`config.mk`:
```
export PLATFORM = sky130hd
export DESIGN_NAME = pair_xfer_engine_flat
export DESIGN_NICKNAME = d
export VERILOG_FILES = /design/src/rtl/xfer_pkg.sv /design/src/rtl/pair_xfer_engine_if.sv /design/src/rtl/xfer_alu.sv /design/src/rtl/pair_xfer_engine.sv /design/src/flat_wrapper.sv
export SDC_FILE = /design/constraint.sdc
export NUM_CORES = 1
export LEC_CHECK = 0
export ABC_AREA = 1
export CAP_MARGIN = 40
export CELL_PAD_IN_SITES_DETAIL_PLACEMENT = 0
export CELL_PAD_IN_SITES_GLOBAL_PLACEMENT = 2
export CORE_MARGIN = 5
export CORE_UTILIZATION = 35
export CTS_CLUSTER_SIZE = 8
export DETAILED_ROUTE_END_ITERATION = 10
export PLACE_DENSITY = 0.7
export RECOVER_POWER = 25
export SETUP_SLACK_MARGIN = 0.2
export SLEW_MARGIN = 20
export SYNTH_ARGS = -nofsm -noshare
export SYNTH_HDL_FRONTEND = slang
export SYNTH_SLANG_ARGS = --single-unit
```
`constraint.sdc`:
```
create_clock -name clock -period 4.6 [get_ports clock]
set_input_delay 0.92 -clock clock [delete_from_list [all_inputs] [get_ports clock]]
set_output_delay 0.92 -clock clock [all_outputs]
set_load 0.05 [all_outputs]
```
`src/rtl/xfer_pkg.sv`:
```
// Shared types and helpers for the pair transfer engine.
package xfer_pkg;

  localparam int unsigned MODE_W = 2;

  typedef enum logic [MODE_W-1:0] {
    ModeSel     = 2'b00,
    ModeAdd     = 2'b01,
    ModeSub     = 2'b10,
    ModeAbsdiff = 2'b11
  } mode_t;

  typedef enum logic [2:0] {
    StIdle,
    StRd0,
    StRd1,
    StWr,
    StDone
  } state_t;

  // Index width that never collapses to zero bits for single-entry memories.
  function automatic int unsigned idx_w(input int unsigned n);
    return (n > 1) ? $clog2(n) : 1;
  endfunction

endpackage

```
`src/rtl/pair_xfer_engine_if.sv`:
```
// Host-side handshake, load and readback signals of the pair transfer engine.
interface pair_xfer_engine_if
  import xfer_pkg::*;
#(
  parameter int unsigned WIDTH = 8,
  parameter int unsigned DEPTH = 8
) ();

  localparam int unsigned AW = idx_w(DEPTH);
  localparam int unsigned KW = idx_w(DEPTH / 2);
  localparam int unsigned CW = $clog2(DEPTH / 2) + 1;

  logic              start;
  logic [MODE_W-1:0] mode;
  logic              ld_we;
  logic [AW-1:0]     ld_addr;
  logic [WIDTH-1:0]  ld_data;
  logic [KW-1:0]     rd_addr;
  logic [WIDTH-1:0]  rd_data;
  logic              busy;
  logic              done;
  logic [CW-1:0]     count;

  modport master (
    output start, mode, ld_we, ld_addr, ld_data, rd_addr,
    input  rd_data, busy, done, count
  );

  modport slave (
    input  start, mode, ld_we, ld_addr, ld_data, rd_addr,
    output rd_data, busy, done, count
  );

endinterface

```
`src/rtl/xfer_alu.sv`:
```
// Combinational pair reducer: one result per (a, b) under the selected mode,
// evaluated in WIDTH+1 bits with optional saturation.
module xfer_alu
  import xfer_pkg::*;
#(
  parameter int unsigned WIDTH = 8,
  parameter int unsigned SAT   = 0
) (
  input  logic [WIDTH-1:0] a,
  input  logic [WIDTH-1:0] b,
  input  mode_t            mode,
  output logic [WIDTH-1:0] result
);

  localparam bit Sat = (SAT != 0);

  logic [WIDTH:0]   sum;
  logic [WIDTH:0]   diff;
  logic [WIDTH-1:0] add_res;
  logic [WIDTH-1:0] sub_res;
  logic [WIDTH-1:0] abs_res;

  always_comb begin
    sum  = {1'b0, a} + {1'b0, b};
    diff = {1'b0, a} - {1'b0, b};
    // Carry out of sum means overflow; borrow out of diff means a < b.
    add_res = (Sat && sum[WIDTH]) ? {WIDTH{1'b1}} : sum[WIDTH-1:0];
    sub_res = (Sat && diff[WIDTH]) ? {WIDTH{1'b0}} : diff[WIDTH-1:0];
    abs_res = diff[WIDTH] ? (b - a) : diff[WIDTH-1:0];
    result  = '0;
    unique case (mode)
      ModeSel:     result = (a > b) ? diff[WIDTH-1:0] : add_res;
      ModeAdd:     result = add_res;
      ModeSub:     result = sub_res;
      ModeAbsdiff: result = abs_res;
    endcase
  end

endmodule

```
`src/rtl/pair_xfer_engine.sv`:
```
// Memory-to-memory pair reducer: src[2k], src[2k+1] -> dst[k], three cycles per
// pair, with start/busy/done handshake and a host readback port on dst.
module pair_xfer_engine
  import xfer_pkg::*;
#(
  parameter int unsigned WIDTH = 8,
  parameter int unsigned DEPTH = 8,
  parameter int unsigned SAT   = 0
) (
  input logic               clock,
  input logic               Reset,
  pair_xfer_engine_if.slave bus
);

  localparam int unsigned AW    = idx_w(DEPTH);
  localparam int unsigned KW    = idx_w(DEPTH / 2);
  localparam int unsigned CW    = $clog2(DEPTH / 2) + 1;
  localparam int unsigned Pairs = DEPTH / 2;

  localparam logic [KW-1:0] LastK = KW'(Pairs - 1);

  state_t           state_q, state_d;
  logic [KW-1:0]    k_q;
  logic [CW-1:0]    count_q;
  mode_t            mode_q;
  logic [WIDTH-1:0] a_q;
  logic [WIDTH-1:0] src_q;
  logic [WIDTH-1:0] rd_q;
  logic [WIDTH-1:0] alu_res;
  logic             rd_odd;
  logic [AW-1:0]    src_raddr;
  logic             accept;

  logic [WIDTH-1:0] src_mem [DEPTH];
  logic [WIDTH-1:0] dst_mem [Pairs];

  always_comb begin
    state_d = state_q;
    rd_odd  = 1'b0;
    unique case (state_q)
      StIdle: if (bus.start) state_d = StRd0;
      StRd0:  state_d = StRd1;
      StRd1: begin
        rd_odd  = 1'b1;
        state_d = StWr;
      end
      StWr:   state_d = (k_q == LastK) ? StDone : StRd0;
      StDone: state_d = StIdle;
      default: state_d = StIdle;
    endcase
  end

  assign accept    = (state_q == StIdle) && bus.start;
  assign src_raddr = AW'({k_q, rd_odd});

  always_ff @(posedge clock) begin
    if (Reset) begin
      state_q <= StIdle;
      k_q     <= '0;
      count_q <= '0;
      mode_q  <= ModeSel;
      a_q     <= '0;
    end else begin
      state_q <= state_d;
      if (accept) begin
        k_q     <= '0;
        count_q <= '0;
        mode_q  <= mode_t'(bus.mode);
      end
      if (state_q == StRd1) begin
        a_q <= src_q;
      end
      if (state_q == StWr) begin
        k_q     <= k_q + KW'(1);
        count_q <= count_q + CW'(1);
      end
    end
  end

  // Memories are never cleared; Reset only blocks writes so an abort is immediate.
  always_ff @(posedge clock) begin
    if (!Reset && (state_q == StIdle) && bus.ld_we) begin
      src_mem[bus.ld_addr] <= bus.ld_data;
    end
    src_q <= src_mem[src_raddr];
    if (!Reset && (state_q == StWr)) begin
      dst_mem[k_q] <= alu_res;
    end
  end

  always_ff @(posedge clock) begin
    if (Reset) begin
      rd_q <= '0;
    end else begin
      rd_q <= dst_mem[bus.rd_addr];
    end
  end

  xfer_alu #(
    .WIDTH (WIDTH),
    .SAT   (SAT)
  ) u_alu (
    .a      (a_q),
    .b      (src_q),
    .mode   (mode_q),
    .result (alu_res)
  );

  assign bus.rd_data = rd_q;
  assign bus.busy    = (state_q != StIdle);
  assign bus.done    = (state_q == StDone);
  assign bus.count   = count_q;

endmodule
```
`src/flat_wrapper.sv`:
```
// flat-port wrapper written by rule: the top's interface ports become plain ports
module pair_xfer_engine_flat import xfer_pkg::*;
#(
  parameter int unsigned WIDTH = 8,
  parameter int unsigned DEPTH = 8,
  parameter int unsigned SAT   = 0
)
  (clock, Reset, bus_start, bus_mode, bus_ld_we, bus_ld_addr, bus_ld_data, bus_rd_addr, bus_rd_data, bus_busy, bus_done, bus_count);
  pair_xfer_engine_if #(.WIDTH(WIDTH), .DEPTH(DEPTH)) bus_i ();
  input logic clock;
  input logic Reset;
  input wire logic [$bits(bus_i.start)-1:0] bus_start;
  input wire logic [$bits(bus_i.mode)-1:0] bus_mode;
  input wire logic [$bits(bus_i.ld_we)-1:0] bus_ld_we;
  input wire logic [$bits(bus_i.ld_addr)-1:0] bus_ld_addr;
  input wire logic [$bits(bus_i.ld_data)-1:0] bus_ld_data;
  input wire logic [$bits(bus_i.rd_addr)-1:0] bus_rd_addr;
  output wire logic [$bits(bus_i.rd_data)-1:0] bus_rd_data;
  output wire logic [$bits(bus_i.busy)-1:0] bus_busy;
  output wire logic [$bits(bus_i.done)-1:0] bus_done;
  output wire logic [$bits(bus_i.count)-1:0] bus_count;
  assign bus_i.start = bus_start;
  assign bus_i.mode = bus_mode;
  assign bus_i.ld_we = bus_ld_we;
  assign bus_i.ld_addr = bus_ld_addr;
  assign bus_i.ld_data = bus_ld_data;
  assign bus_i.rd_addr = bus_rd_addr;
  assign bus_rd_data = bus_i.rd_data;
  assign bus_busy = bus_i.busy;
  assign bus_done = bus_i.done;
  assign bus_count = bus_i.count;
  pair_xfer_engine #(.WIDTH(WIDTH), .DEPTH(DEPTH), .SAT(SAT)) u_core (.clock(clock), .Reset(Reset), .bus(bus_i));
endmodule
```
==> results of run 1 <==
cells in the mapped netlist (all sizes together):
cell | count | area, um2
a21oi | 35 | 178.9
and2 | 1 | 6.260
nand3 | 44 | 235.2
ha | 28 | 350.3
buf | 16 | 110.1
nor2 | 108 | 437.9
dfxtp | 34 | 680.7
nor3b | 1 | 7.510
nand4 | 5 | 31.28
clkinv | 1 | 3.750
o21ai | 69 | 349.1
o211ai | 1 | 7.510
edfxtp | 96 | 2883
fa | 3 | 60.06
clkbuf | 8 | 31.28
inv | 79 | 299.0
o21bai | 1 | 7.510
o22ai | 16 | 100.1
xor2 | 6 | 52.55
nand2 | 152 | 600.6
nor3 | 4 | 20.02
cells by family (layout without fill, tap and decap cells):
| group | Yosys count | in the layout | share of synthesized area (%) |
|---|---|---|---|
| compound gates | 122 | 122 | 9.967 |
| simple gates | 315 | 315 | 20.75 |
| fa+ha+maj | 31 | 31 | 6.360 |
| buf+inv | 104 | 147 | 6.884 |
| xor+xnor | 6 | 6 | 0.8144 |
| flops | 130 | 130 | 55.23 |
how the worst max path moves through the flow:
stage	start	end	slack, ns	cells after the start
6_report	Reset	u_core.src_mem[6][3]	1.38	7
3_5_place_dp	Reset	u_core.src_mem[6][3]	0.82	6
2_1_floorplan	Reset	u_core.src_mem[6][0]	2.08	6
5_1_grt	Reset	u_core.src_mem[6][3]	1.12	7
3_3_place_gp	Reset	u_core.src_mem[6][0]	0.96	6
4_1_cts	Reset	u_core.src_mem[6][3]	1.21	6
power groups by stage:
stage / Combinational [uW] / Sequential (uW) / Clock [uW]
floorplan: 486 / 1390 / 0
global placement: 693 / 1380 / 0
detailed placement: 694 / 1380 / 0
CTS: 696 / 1360 / 1380
global route: 777 / 1360 / 1440
finish: 683 / 1360 / 1350
sequential cells by signal, indices dropped and copies added (netlist names), 3 cells and up:
register and flops:
u_core.src_q 8, u_core.state_q 3, u_core.bus.count 3, u_core.src_mem 64, u_core.dst_mem 32, u_core.bus.rd_data 8
u_core.a_q 8
layout by cell type (no fill, tap or decap), types with 16 or more instances in the layout:
cell type,instances
sky130_fd_sc_hd__o21ai_0,62
sky130_fd_sc_hd__inv_1,71
sky130_fd_sc_hd__edfxtp_1,96
sky130_fd_sc_hd__o22ai_1,16
sky130_fd_sc_hd__clkdlybuf4s50_1,24
sky130_fd_sc_hd__nand2_1,144
sky130_fd_sc_hd__dfxtp_1,34
sky130_fd_sc_hd__ha_1,28
sky130_fd_sc_hd__clkbuf_16,17
sky130_fd_sc_hd__a21oi_1,34
sky130_fd_sc_hd__nor2_1,103
sky130_fd_sc_hd__nand3_1,41
final cells by class:
| type | count | area, um2 |
|---|---|---|
| well taps | 229 | 286.5 |
| inverters | 80 | 302.8 |
| clock inverters | 15 | 167.7 |
| fillers | 1797 | 10550 |
| multi-input cells | 474 | 2445 |
| clock buffers | 17 | 425.4 |
| repair buffers | 35 | 345.3 |
| flip-flops and latches | 130 | 3563 |
per-stage QoR:
stage | utilization [%] | hold slack, ns | area, um2
after floorplan | - | 0.4351 | 6452
after global placement | 38.28 | 0.4659 | 6923
after detailed placement | 38.36 | 0.4733 | 6938
after CTS | 41.64 | 0.4866 | 7531
after global routing | 41.67 | 0.5134 | 7536
final | 41.67 | 0.4847 | 7536
critical path, delay by kind of cell:
family / cells / cell delay [ns]
buffers and inverters: 3 / 1.40
AND/OR/NAND/NOR: 4 / 1.02
routing by layer:
layer / part of all wire [%] / global-route usage (%) / up-vias
met5: 0 / 0 / -
met4: 1.5 / 4.606 / 0
met2: 50 / 26.42 / 101
met3: 3.5 / 2.927 / 17
li1: - / - / 2412
met1: 45 / 20.28 / 2213
==> metrics.log, run 1 <==
[metrics] leakage power summed over all cells: 0.003068 uW
[metrics] Clock Latency Late Sink: 0.42 ns
[metrics] Fmax: 310.3 MHz
[metrics] part of the cycle the worst path needs: 70.06%
[metrics] number of iterations in the first detailed-routing pass: 4
[metrics] die width: 145.8 um
[metrics] number of DRC violations after detailed-routing iteration 0: 333
[metrics] Core Footprint: 18090 um2
[metrics] worst rel slew slack: 50.07%
[metrics] CTS Buf Count: 17
[metrics] endpoint class of the critical path: flip-flop
[metrics] routed wire length: 16030 um
[metrics] post-synthesis to final-layout area growth: 16.79%
[metrics] combinational power share: 20.1%
[metrics] placed cell count: 947
[metrics] global placer's final weighted congestion: 0.7985
[metrics] CTS sink cnt: 130
[metrics] Final setup viols: 0
[metrics] share of total power consumed by net switching: 30.66%
[metrics] count of antenna diodes in the layout: 0
[metrics] library cells used by synthesis: 34
[metrics] clock-pin slew of the registers on the worst-case setup and hold paths: 0.06 ns
[metrics] transition time at the pin with the least slew margin: 0.7462 ns
[metrics] part of the power in the clock network: 39.8%
[metrics] status: finished, final reports clean
[metrics] worst hold start: u_core.src_q[7]
[metrics] Required @ worst endpoint: 4.72 ns
[metrics] number of warnings printed during yosys synthesis: 0
[metrics] HPWL after DPL: 12230 um
[metrics] site row count: 49
[metrics] Internal: 2354 uW
[metrics] highest ir drop seen on vdd: 300.8 uV
[metrics] Critical Path Fanout Max: 17
[metrics] slowest CP cell: sky130_fd_sc_hd__clkdlybuf4s50_1
[metrics] maximum clock skew at final layout: 0.01512 ns
[metrics] count of maximum capacitance violations: 0
[metrics] Worst Hold Endpoint: u_core.a_q[7]
[metrics] TritonCTS clock tree: yes
[metrics] Seq/Total Area, Yosys: 55.23%
[metrics] class of the tightest hold or removal check: flip-flop to flip-flop
[metrics] total power: 3394 uW
[metrics] fin cells: 980
[metrics] I/O pins: 32
[metrics] dominant cell type by count on the critical path: sky130_fd_sc_hd__nand2_1
[metrics] total grt overflow: 0
[metrics] Sequential Power Share: 40.0%
[metrics] # DRC: 0
[metrics] total nets after synthesis: 758
[metrics] number of buffers inserted by post-CTS setup repair: 0
[metrics] highest cell delay on the worst timing path: 0.63 ns
[metrics] Mapped Area: 6452 um2
[metrics] Total Die Area: 21250 um2
[metrics] input/output buffers: 31
[metrics] RSZ-0062 raised after global routing: false
[metrics] number of instances in the synthesized netlist: 708
[metrics] average wire length per cell after detail routing: 16.36 um
[metrics] share of post-route cells with drive strength above 1: 7.989%
[metrics] setup slack after placement: 0.8221 ns
[metrics] final critical path time including I/O delays and setup: 3.223 ns
[metrics] H-tree levels: 4
[metrics] vias per cell: 4.840
[metrics] wire length of the first global-routing pass: 25920 um
[metrics] count of cells resized by post-cts repair: 0
[metrics] # hold bufs at CTS: 0
[metrics] total number of vias: 4743
[metrics] GRT Resource Usage Total: 15.56%
[metrics] worst reg2reg startpoint: u_core.src_q[1]
[metrics] number of global-route vias before repair: 4691
[metrics] worst r2r path cells: 12
[metrics] final-stage net count: 788
[metrics] CP arrival: 3.34 ns
[metrics] list of cells traversed by the critical path: clkdlybuf4s50_1, inv_1, nand2_1, nor2_1, nand2_1, nor3_1, clkbuf_2
[metrics] Cells on Worst Hold Path: 2
[metrics] vertical die dimension: 145.8 um
[metrics] total power density per cell area: 450.4 nW/um2
[metrics] number of hold violations in the final report: 0
[metrics] Reg2Reg Capture Point: u_core.dst_mem[3][6]
[metrics] final max-slew violation count: 0
[metrics] number of nets with antenna violations after routing: 0
[metrics] reg2reg setup slack: 2.05 ns
[metrics] effective utilization at floorplan: 35.68%
[metrics] kind of critical path: input pin to flip-flop
[metrics] total net switching power: 1041 uW
[metrics] CTS Buffer Depth: 2
[metrics] Syn Area/Cell: 9.114 um2
[metrics] Setup crit start kind: input pin
[metrics] final setup TNS: 0 ns
[metrics] initial antenna violation count: 0
[metrics] #FFs+latches synth: 130
[metrics] slack of the critical path: 1.377 ns
[metrics] pin count of the biggest net entering global routing: 48
[metrics] clock root buffer: sky130_fd_sc_hd__clkbuf_16
Note: power is estimated with default switching activity, not from simulation.
==> inputs of run 2 (changes only) <==
==> constraint.sdc (replaced) <==
create_clock -name clock -period 3.35 [get_ports clock]
set_input_delay 0.67 -clock clock [delete_from_list [all_inputs] [get_ports clock]]
set_output_delay 0.67 -clock clock [all_outputs]
set_load 0.05 [all_outputs]
==> metrics.log, run 2 (same netlist as run 1, synthesis figures left out) <==
[metrics] site row count: 49 (unchanged)
[metrics] CTS sink cnt: 130 (unchanged)
[metrics] routed wire length: 16270 um (was 16030 um)
[metrics] count of antenna diodes in the layout: 0 (unchanged)
[metrics] share of post-route cells with drive strength above 1: 8.971% (was 7.989%)
[metrics] endpoint class of the critical path: output port (was flip-flop)
[metrics] Clock Latency Late Sink: 0.41 ns (was 0.42 ns)
[metrics] Core Footprint: 18090 um2 (unchanged)
[metrics] CTS Buffer Depth: 2 (unchanged)
[metrics] kind of critical path: flip-flop to output port (was input pin to flip-flop)
[metrics] reg2reg setup slack: 0.89 ns (was 2.05 ns)
[metrics] highest cell delay on the worst timing path: 0.80 ns (was 0.63 ns)
[metrics] HPWL after DPL: 12150 um (was 12230 um)
[metrics] status: finished, final reports clean (unchanged)
[metrics] final critical path time including I/O delays and setup: 2.528 ns
[metrics] final-stage net count: 795 (was 788)
[metrics] pin count of the biggest net entering global routing: 48 (unchanged)
[metrics] most common library cell in the layout ignoring fill and taps: sky130_fd_sc_hd__nand2_1 (unchanged)
[metrics] vertical die dimension: 145.8 um (unchanged)
[metrics] dominant cell type by count on the critical path: sky130_fd_sc_hd__inv_1 (was sky130_fd_sc_hd__nand2_1)
[metrics] input/output buffers: 31 (unchanged)
[metrics] class of the tightest hold or removal check: flip-flop to flip-flop (unchanged)
[metrics] biggest regs: u_core.src_mem (64), u_core.dst_mem (32) (unchanged)
[metrics] worst rel slew slack: 48.65% (was 50.07%)
[metrics] number of global-route vias before repair: 4717 (was 4691)
[metrics] average wire length per cell after detail routing: 16.49 um (was 16.36 um)
[metrics] Total Die Area: 21250 um2 (unchanged)
[metrics] global placer's final weighted congestion: 0.8015 (was 0.7985)
[metrics] initial antenna violation count: 0 (unchanged)
[metrics] GRT Resource Usage Total: 15.79% (was 15.56%)
[metrics] final max-slew violation count: 0 (unchanged)
[metrics] wire length of the first global-routing pass: 26270 um (was 25920 um)
[metrics] worst hold margin: 0.4662 ns (was 0.4847 ns)
[metrics] filler cell count in the final layout: 1782 (was 1797)
[metrics] number of nets with antenna violations after routing: 0 (unchanged)
[metrics] Setup crit start kind: flip-flop (was input pin)
[metrics] Critical Path Fanout Max: 4 (was 17)
[metrics] highest ir drop seen on vdd: 353.9 uV (was 300.8 uV)
[metrics] total grt overflow: 0 (unchanged)
[metrics] number of iterations in the first detailed-routing pass: 4 (unchanged)
[metrics] vias per cell: 4.797 (was 4.840)
[metrics] die width: 145.8 um (unchanged)
[metrics] count of maximum capacitance violations: 0 (unchanged)
[metrics] RSZ-0062 raised after global routing: false (unchanged)
[metrics] CP arrival: 1.86 ns (was 3.34 ns)
[metrics] transition time at the pin with the least slew margin: 0.7674 ns (was 0.7462 ns)
[metrics] # hold bufs at CTS: 0 (unchanged)
[metrics] Required @ worst endpoint: 2.68 ns (was 4.72 ns)
[metrics] Multi-input gate area: 2445 um2 (unchanged)
[metrics] register with the most flip-flops: u_core.src_mem (unchanged)
[metrics] part of the cycle the worst path needs: 75.47%
[metrics] total number of vias: 4735 (was 4743)
[metrics] Fmax: 395.5 MHz
[metrics] leakage power summed over all cells: 0.003098 uW (was 0.003068 uW)
[metrics] effective utilization at floorplan: 35.68% (unchanged)
[metrics] slowest CP cell: sky130_fd_sc_hd__clkdlybuf4s50_1 (unchanged)
[metrics] list of cells traversed by the critical path: inv_1, nand2_1, nor2_1, inv_1, clkdlybuf4s50_1 (was clkdlybuf4s50_1, inv_1, nand2_1, nor2_1, nand2_1, nor3_1, clkbuf_2)
[metrics] I/O pins: 32 (unchanged)
[metrics] TritonCTS clock tree: yes (unchanged)
[metrics] post-synthesis to final-layout area growth: 17.61% (was 16.79%)
[metrics] # DRC: 0 (unchanged)
[metrics] maximum clock skew at final layout: 0.008551 ns (was 0.01512 ns)
[metrics] clock root buffer: sky130_fd_sc_hd__clkbuf_16 (unchanged)
[metrics] number of buffers inserted by post-CTS setup repair: 0 (unchanged)
[metrics] flip-flop count of the largest register after layout: 64 (unchanged)
[metrics] count of cells resized by post-cts repair: 0 (unchanged)
[metrics] number of hold violations in the final report: 0 (unchanged)
[metrics] most used cells in the layout excluding fill and tap cells: 144 x sky130_fd_sc_hd__nand2_1, 103 x sky130_fd_sc_hd__nor2_1, 96 x sky130_fd_sc_hd__edfxtp_1 (unchanged)
[metrics] CTS Buf Count: 17 (unchanged)
[metrics] final setup TNS: 0 ns (unchanged)
[metrics] clock-pin slew of the registers on the worst-case setup and hold paths: 0.06 ns (about the same)
[metrics] number of DRC violations after detailed-routing iteration 0: 338 (was 333)
[metrics] H-tree levels: 4 (unchanged)
[metrics] Storage cell area: 3563 um2 (unchanged)
[metrics] Final setup viols: 0 (unchanged)
[metrics] total power density per cell area: 618.4 nW/um2 (was 450.4 nW/um2)
## run 2: cell types whose count changed in the layout (fill, tap and decap cells not counted), sizes merged
cell and delta:
inv -1, clkinvlp +2, clkinv -2, buf +8
## run 2: report_power, final
group	internal, uW	leakage [uW]	switching [uW]
combinational	289	0.00166	663
sequential	1830	0.00115	39.2
clock	1120	0.000290	751
total	3240	0.00310	1450
## run 2: worst paths after layout
path                           from  cells after the start                    to
hold reg to reg     u_core.src_q[7]                      2         u_core.a_q[7]
hold / removal      u_core.src_q[7]                      2         u_core.a_q[7]
setup / recovery  u_core.state_q[1]                      5              bus_busy
setup reg to reg    u_core.src_q[1]                     12  u_core.dst_mem[2][6]
## run 2: per-stage QoR
| step | total power (uW) | cell area, um2 | setup WS [ns] | utilization, % | instances |
|---|---|---|---|---|---|
| after detailed placement | 2857 | 6968 | 0.6537 | 38.53 | 952 |
| after global placement | 2865 | 6968 | 0.7091 | 38.53 | 952 |
| after global routing | 4941 | 7589 | 0.7139 | 41.96 | 987 |
| after CTS | 4748 | 7566 | 0.8003 | 41.83 | 984 |
| after floorplan | 2579 | 6452 | 1.081 | - | 708 |
| final | 4693 | 7589 | 0.8216 | 41.96 | 987 |
## run 2: routing by layer
metal / wire length, um / GRT usage (%) / share of wire (%)
met2: 8143 / 26.89 / 50
met3: 546 / 3.613 / 3.4
met5: 0 / 0 / 0
met4: 120 / 3.751 / 0.74
met1: 7462 / 20.49 / 46
## run 2: cell type report
| type | instances | area share [%] |
|---|---|---|
| Sequential cell | 130 | 46.96 |
| Multi-Input combinational cell | 474 | 32.22 |
| Clock buffer | 18 | 5.655 |
| Timing Repair Buffer | 42 | 5.177 |
| Inverter | 80 | 3.990 |
| Tap cell | 229 | 3.776 |
| Clock inverter | 14 | 2.226 |
## run 2: worst max-delay path, delay by kind of cell, from the launching register on
family / cells / cell delay, ns
and+or+nand+nor: 2 / 0.15
DFF: 1 / 0.37
buffers and inverters: 3 / 0.92
==> inputs of run 3 (changes only) <==
--- a/config.mk
+++ b/config.mk
@@ -10,10 +10,10 @@
 export CELL_PAD_IN_SITES_DETAIL_PLACEMENT = 0
 export CELL_PAD_IN_SITES_GLOBAL_PLACEMENT = 2
 export CORE_MARGIN = 5
-export CORE_UTILIZATION = 35
+export CORE_UTILIZATION = 34
 export CTS_CLUSTER_SIZE = 8
 export DETAILED_ROUTE_END_ITERATION = 10
-export PLACE_DENSITY = 0.7
+export PLACE_DENSITY = 0.71
 export RECOVER_POWER = 25
 export SETUP_SLACK_MARGIN = 0.2
 export SLEW_MARGIN = 20
==> constraint.sdc (replaced) <==
create_clock -name clock -period 2.15 [get_ports clock]
set_input_delay 0.43 -clock clock [delete_from_list [all_inputs] [get_ports clock]]
set_output_delay 0.43 -clock clock [all_outputs]
set_load 0.05 [all_outputs]
==> metrics.log, run 3 (same netlist as run 1, synthesis figures left out) <==
[metrics] wire length of the first global-routing pass: 25610 um (was 26270 um)
[metrics] number of iterations in the first detailed-routing pass: 6 (was 4)
[metrics] most common library cell in the layout ignoring fill and taps: sky130_fd_sc_hd__nand2_1 (unchanged)
[metrics] CP arrival: 2.18 ns (was 1.86 ns)
[metrics] # DRC: 0 (unchanged)
[metrics] highest routed metal layer: met4 (unchanged)
[metrics] final critical path time including I/O delays and setup: 2.041 ns
[metrics] CTS Buffer Depth: 2 (unchanged)
[metrics] initial antenna violation count: 0 (unchanged)
[metrics] status: finished, final reports clean (unchanged)
[metrics] cell area after layout: 8193 um2 (was 7589 um2)
[metrics] register with the most flip-flops: u_core.src_mem (unchanged)
[metrics] average wire length per cell after detail routing: 15.29 um (was 16.49 um)
[metrics] placed inst area: 7281 um2 (was 6968 um2)
[metrics] total power density per cell area: 960.7 nW/um2 (was 618.4 nW/um2)
[metrics] total number of vias: 4966 (was 4735)
[metrics] highest ir drop seen on vdd: 582.5 uV (was 353.9 uV)
[metrics] site row count: 50 (was 49)
[metrics] number of nets with antenna violations after routing: 0 (unchanged)
[metrics] maximum clock skew at final layout: 0.007507 ns (was 0.008551 ns)
[metrics] Total Die Area: 21830 um2 (was 21250 um2)
[metrics] endpoint class of the critical path: flip-flop (was output port)
[metrics] final-stage net count: 837 (was 795)
[metrics] routed length on met1: 7418 um (was 7462 um)
[metrics] number of DRC violations after detailed-routing iteration 0: 334 (was 338)
[metrics] HPWL after DPL: 11610 um (was 12150 um)
[metrics] Core Footprint: 18710 um2 (was 18090 um2)
[metrics] Multi-input gate area: 2660 um2 (was 2445 um2)
[metrics] count of antenna diodes in the layout: 0 (unchanged)
[metrics] flip-flop count of the largest register after layout: 64 (unchanged)
[metrics] Clock Latency Late Sink: 0.41 ns (about the same)
[metrics] class of the tightest hold or removal check: flip-flop to flip-flop (unchanged)
[metrics] share of post-route cells with drive strength above 1: 19.63% (was 8.971%)
[metrics] number of hold violations in the final report: 0 (unchanged)
[metrics] Final setup viols: 0 (unchanged)
[metrics] highest cell delay on the worst timing path: 0.35 ns (was 0.80 ns)
[metrics] number of global-route vias before repair: 5021 (was 4717)
[metrics] CTS sink cnt: 130 (unchanged)
[metrics] final max-slew violation count: 0 (unchanged)
[metrics] pin count of the biggest net entering global routing: 47 (was 48)
[metrics] filler cell count in the final layout: 1796 (was 1782)
[metrics] RSZ-0062 raised after global routing: true (was false)
[metrics] slowest CP cell: sky130_fd_sc_hd__fa_2 (was sky130_fd_sc_hd__clkdlybuf4s50_1)
[metrics] CTS Buf Count: 17 (unchanged)
[metrics] # hold bufs at CTS: 0 (unchanged)
[metrics] Routed met2 length: 7714 um (was 8143 um)
[metrics] Critical Path Fanout Max: 6 (was 4)
[metrics] final setup TNS: 0 ns (unchanged)
[metrics] global placer's final weighted congestion: 0.8631 (was 0.8015)
[metrics] clock root buffer: sky130_fd_sc_hd__clkbuf_16 (unchanged)
[metrics] count of maximum capacitance violations: 0 (unchanged)
[metrics] Setup crit start kind: flip-flop (unchanged)
[metrics] TritonCTS clock tree: yes (unchanged)
[metrics] met3 WL post-DR: 469 um (was 546 um)
[metrics] most used cells in the layout excluding fill and tap cells: 133 x sky130_fd_sc_hd__nand2_1, 101 x sky130_fd_sc_hd__nor2_1, 96 x sky130_fd_sc_hd__edfxtp_1 (was 144 x sky130_fd_sc_hd__nand2_1, 103 x sky130_fd_sc_hd__nor2_1, 96 x sky130_fd_sc_hd__edfxtp_1)
[metrics] transition time at the pin with the least slew margin: 0.5708 ns (was 0.7674 ns)
[metrics] leakage power summed over all cells: 0.003413 uW (was 0.003098 uW)
[metrics] kind of critical path: flip-flop to flip-flop (was flip-flop to output port)
[metrics] biggest regs: u_core.src_mem (64), u_core.dst_mem (32) (unchanged)
[metrics] vertical die dimension: 147.8 um (was 145.8 um)
[metrics] total grt overflow: 0 (unchanged)
[metrics] Fmax: 490.0 MHz
[metrics] post-synthesis to final-layout area growth: 26.97% (was 17.61%)
[metrics] GRT Resource Usage Total: 15.04% (was 15.79%)
[metrics] routed wire length: 15810 um (was 16270 um)
[metrics] worst rel slew slack: 61.80% (was 48.65%)
[metrics] H-tree levels: 4 (unchanged)
[metrics] list of cells traversed by the critical path: inv_2, ha_4, inv_2, fa_2, nand2_2, nand2_4, nand2_4, nor2_4, nor2_4, nand3_2, nand3_2, nand2_1, nor2_1, nand2_1 (was inv_1, nand2_1, nor2_1, inv_1, clkdlybuf4s50_1)
[metrics] Storage cell area: 3572 um2 (was 3563 um2)
[metrics] vias per cell: 4.803 (was 4.797)
[metrics] input/output buffers: 31 (unchanged)
[metrics] part of the cycle the worst path needs: 94.92%
[metrics] effective utilization at floorplan: 34.49% (was 35.68%)
[metrics] die width: 147.8 um (was 145.8 um)
[metrics] Required @ worst endpoint: 2.29 ns (was 2.68 ns)
[metrics] I/O pins: 32 (unchanged)
[metrics] clock-pin slew of the registers on the worst-case setup and hold paths: 0.06 ns (about the same)
==> run 3: cell count changes in the layout (fill, tap and decap cells not counted), sizes merged <==
cell / change
dlygate4sd2: +11
bufinv: +4
inv: -5
clkdlybuf4s50: -13
buf: +43
clkbuf: +1
clkinv: +2
clkinvlp: -1
==> run 3: path summary, 6_finish.rpt <==
check                 startpoint              endpoint  slack (ns)  depth (start not counted)
max                u_core.a_q[0]  u_core.dst_mem[2][6]        0.11                         14
max reg2reg        u_core.a_q[0]  u_core.dst_mem[2][6]        0.11                         14
min          u_core.bus.count[0]   u_core.bus.count[0]        0.50                          1
min reg2reg  u_core.bus.count[0]   u_core.bus.count[0]        0.50                          1
==> run 3: per-stage QoR <==
| step | power (uW) | utilization [%] | hold WS, ns | std cells | worst slack [ns] |
|---|---|---|---|---|---|
| 3_3_place_gp | 4513 | 38.92 | 0.4523 | 995 | 0.03350 |
| 6_report | 7871 | 43.80 | 0.4970 | 1034 | 0.1092 |
| 3_5_place_dp | 4528 | 38.92 | 0.4611 | 995 | 0.001928 |
| 2_1_floorplan | 4023 | - | 0.4351 | 708 | 0.2084 |
| 5_1_grt | 8293 | 43.80 | 0.5366 | 1034 | -0.02461 |
| 4_1_cts | 7876 | 43.29 | 0.5005 | 1028 | 0.1073 |
==> run 3: metal layers <==
metal | vias to the layer above | track usage [%]
li1 | 2515 | -
met1 | 2360 | 19.77
met2 | 75 | 24.62
met3 | 16 | 3.587
met4 | 0 | 4.800
met5 | - | 0
==> run 3: layout make-up <==
| class | count | share of cell area (%) |
|---|---|---|
| Inverter | 80 | 3.696 |
| Clock inverter | 14 | 2.841 |
| Clock buffer | 18 | 5.238 |
| Multi-Input combinational cell | 474 | 32.47 |
| Tap cell | 234 | 3.574 |
| Timing Repair Buffer | 84 | 8.583 |
| Sequential cell | 130 | 43.60 |
==> run 3: what timing repair did <==
item,4_1_cts,5_1_grt
buffers inserted,1,6
pin swaps,5,12
endpoints found under the setup margin,39,28
gates resized for setup,48,17
==> run 3: power by group <==
part	switching (uW)	internal, uW	leakage, uW
registers	53.8	2850	0.00115
logic	1090	667	0.00194
clock network	1040	2170	0.000323
total	2180	5690	0.00341
==> run 3: critical path: cells and delay by family (launching register included) <==
kind	cells	cell delay, ns
simple gates	10	0.86
fa+ha+maj	2	0.47
flops	1	0.33
buf+inv	2	0.10
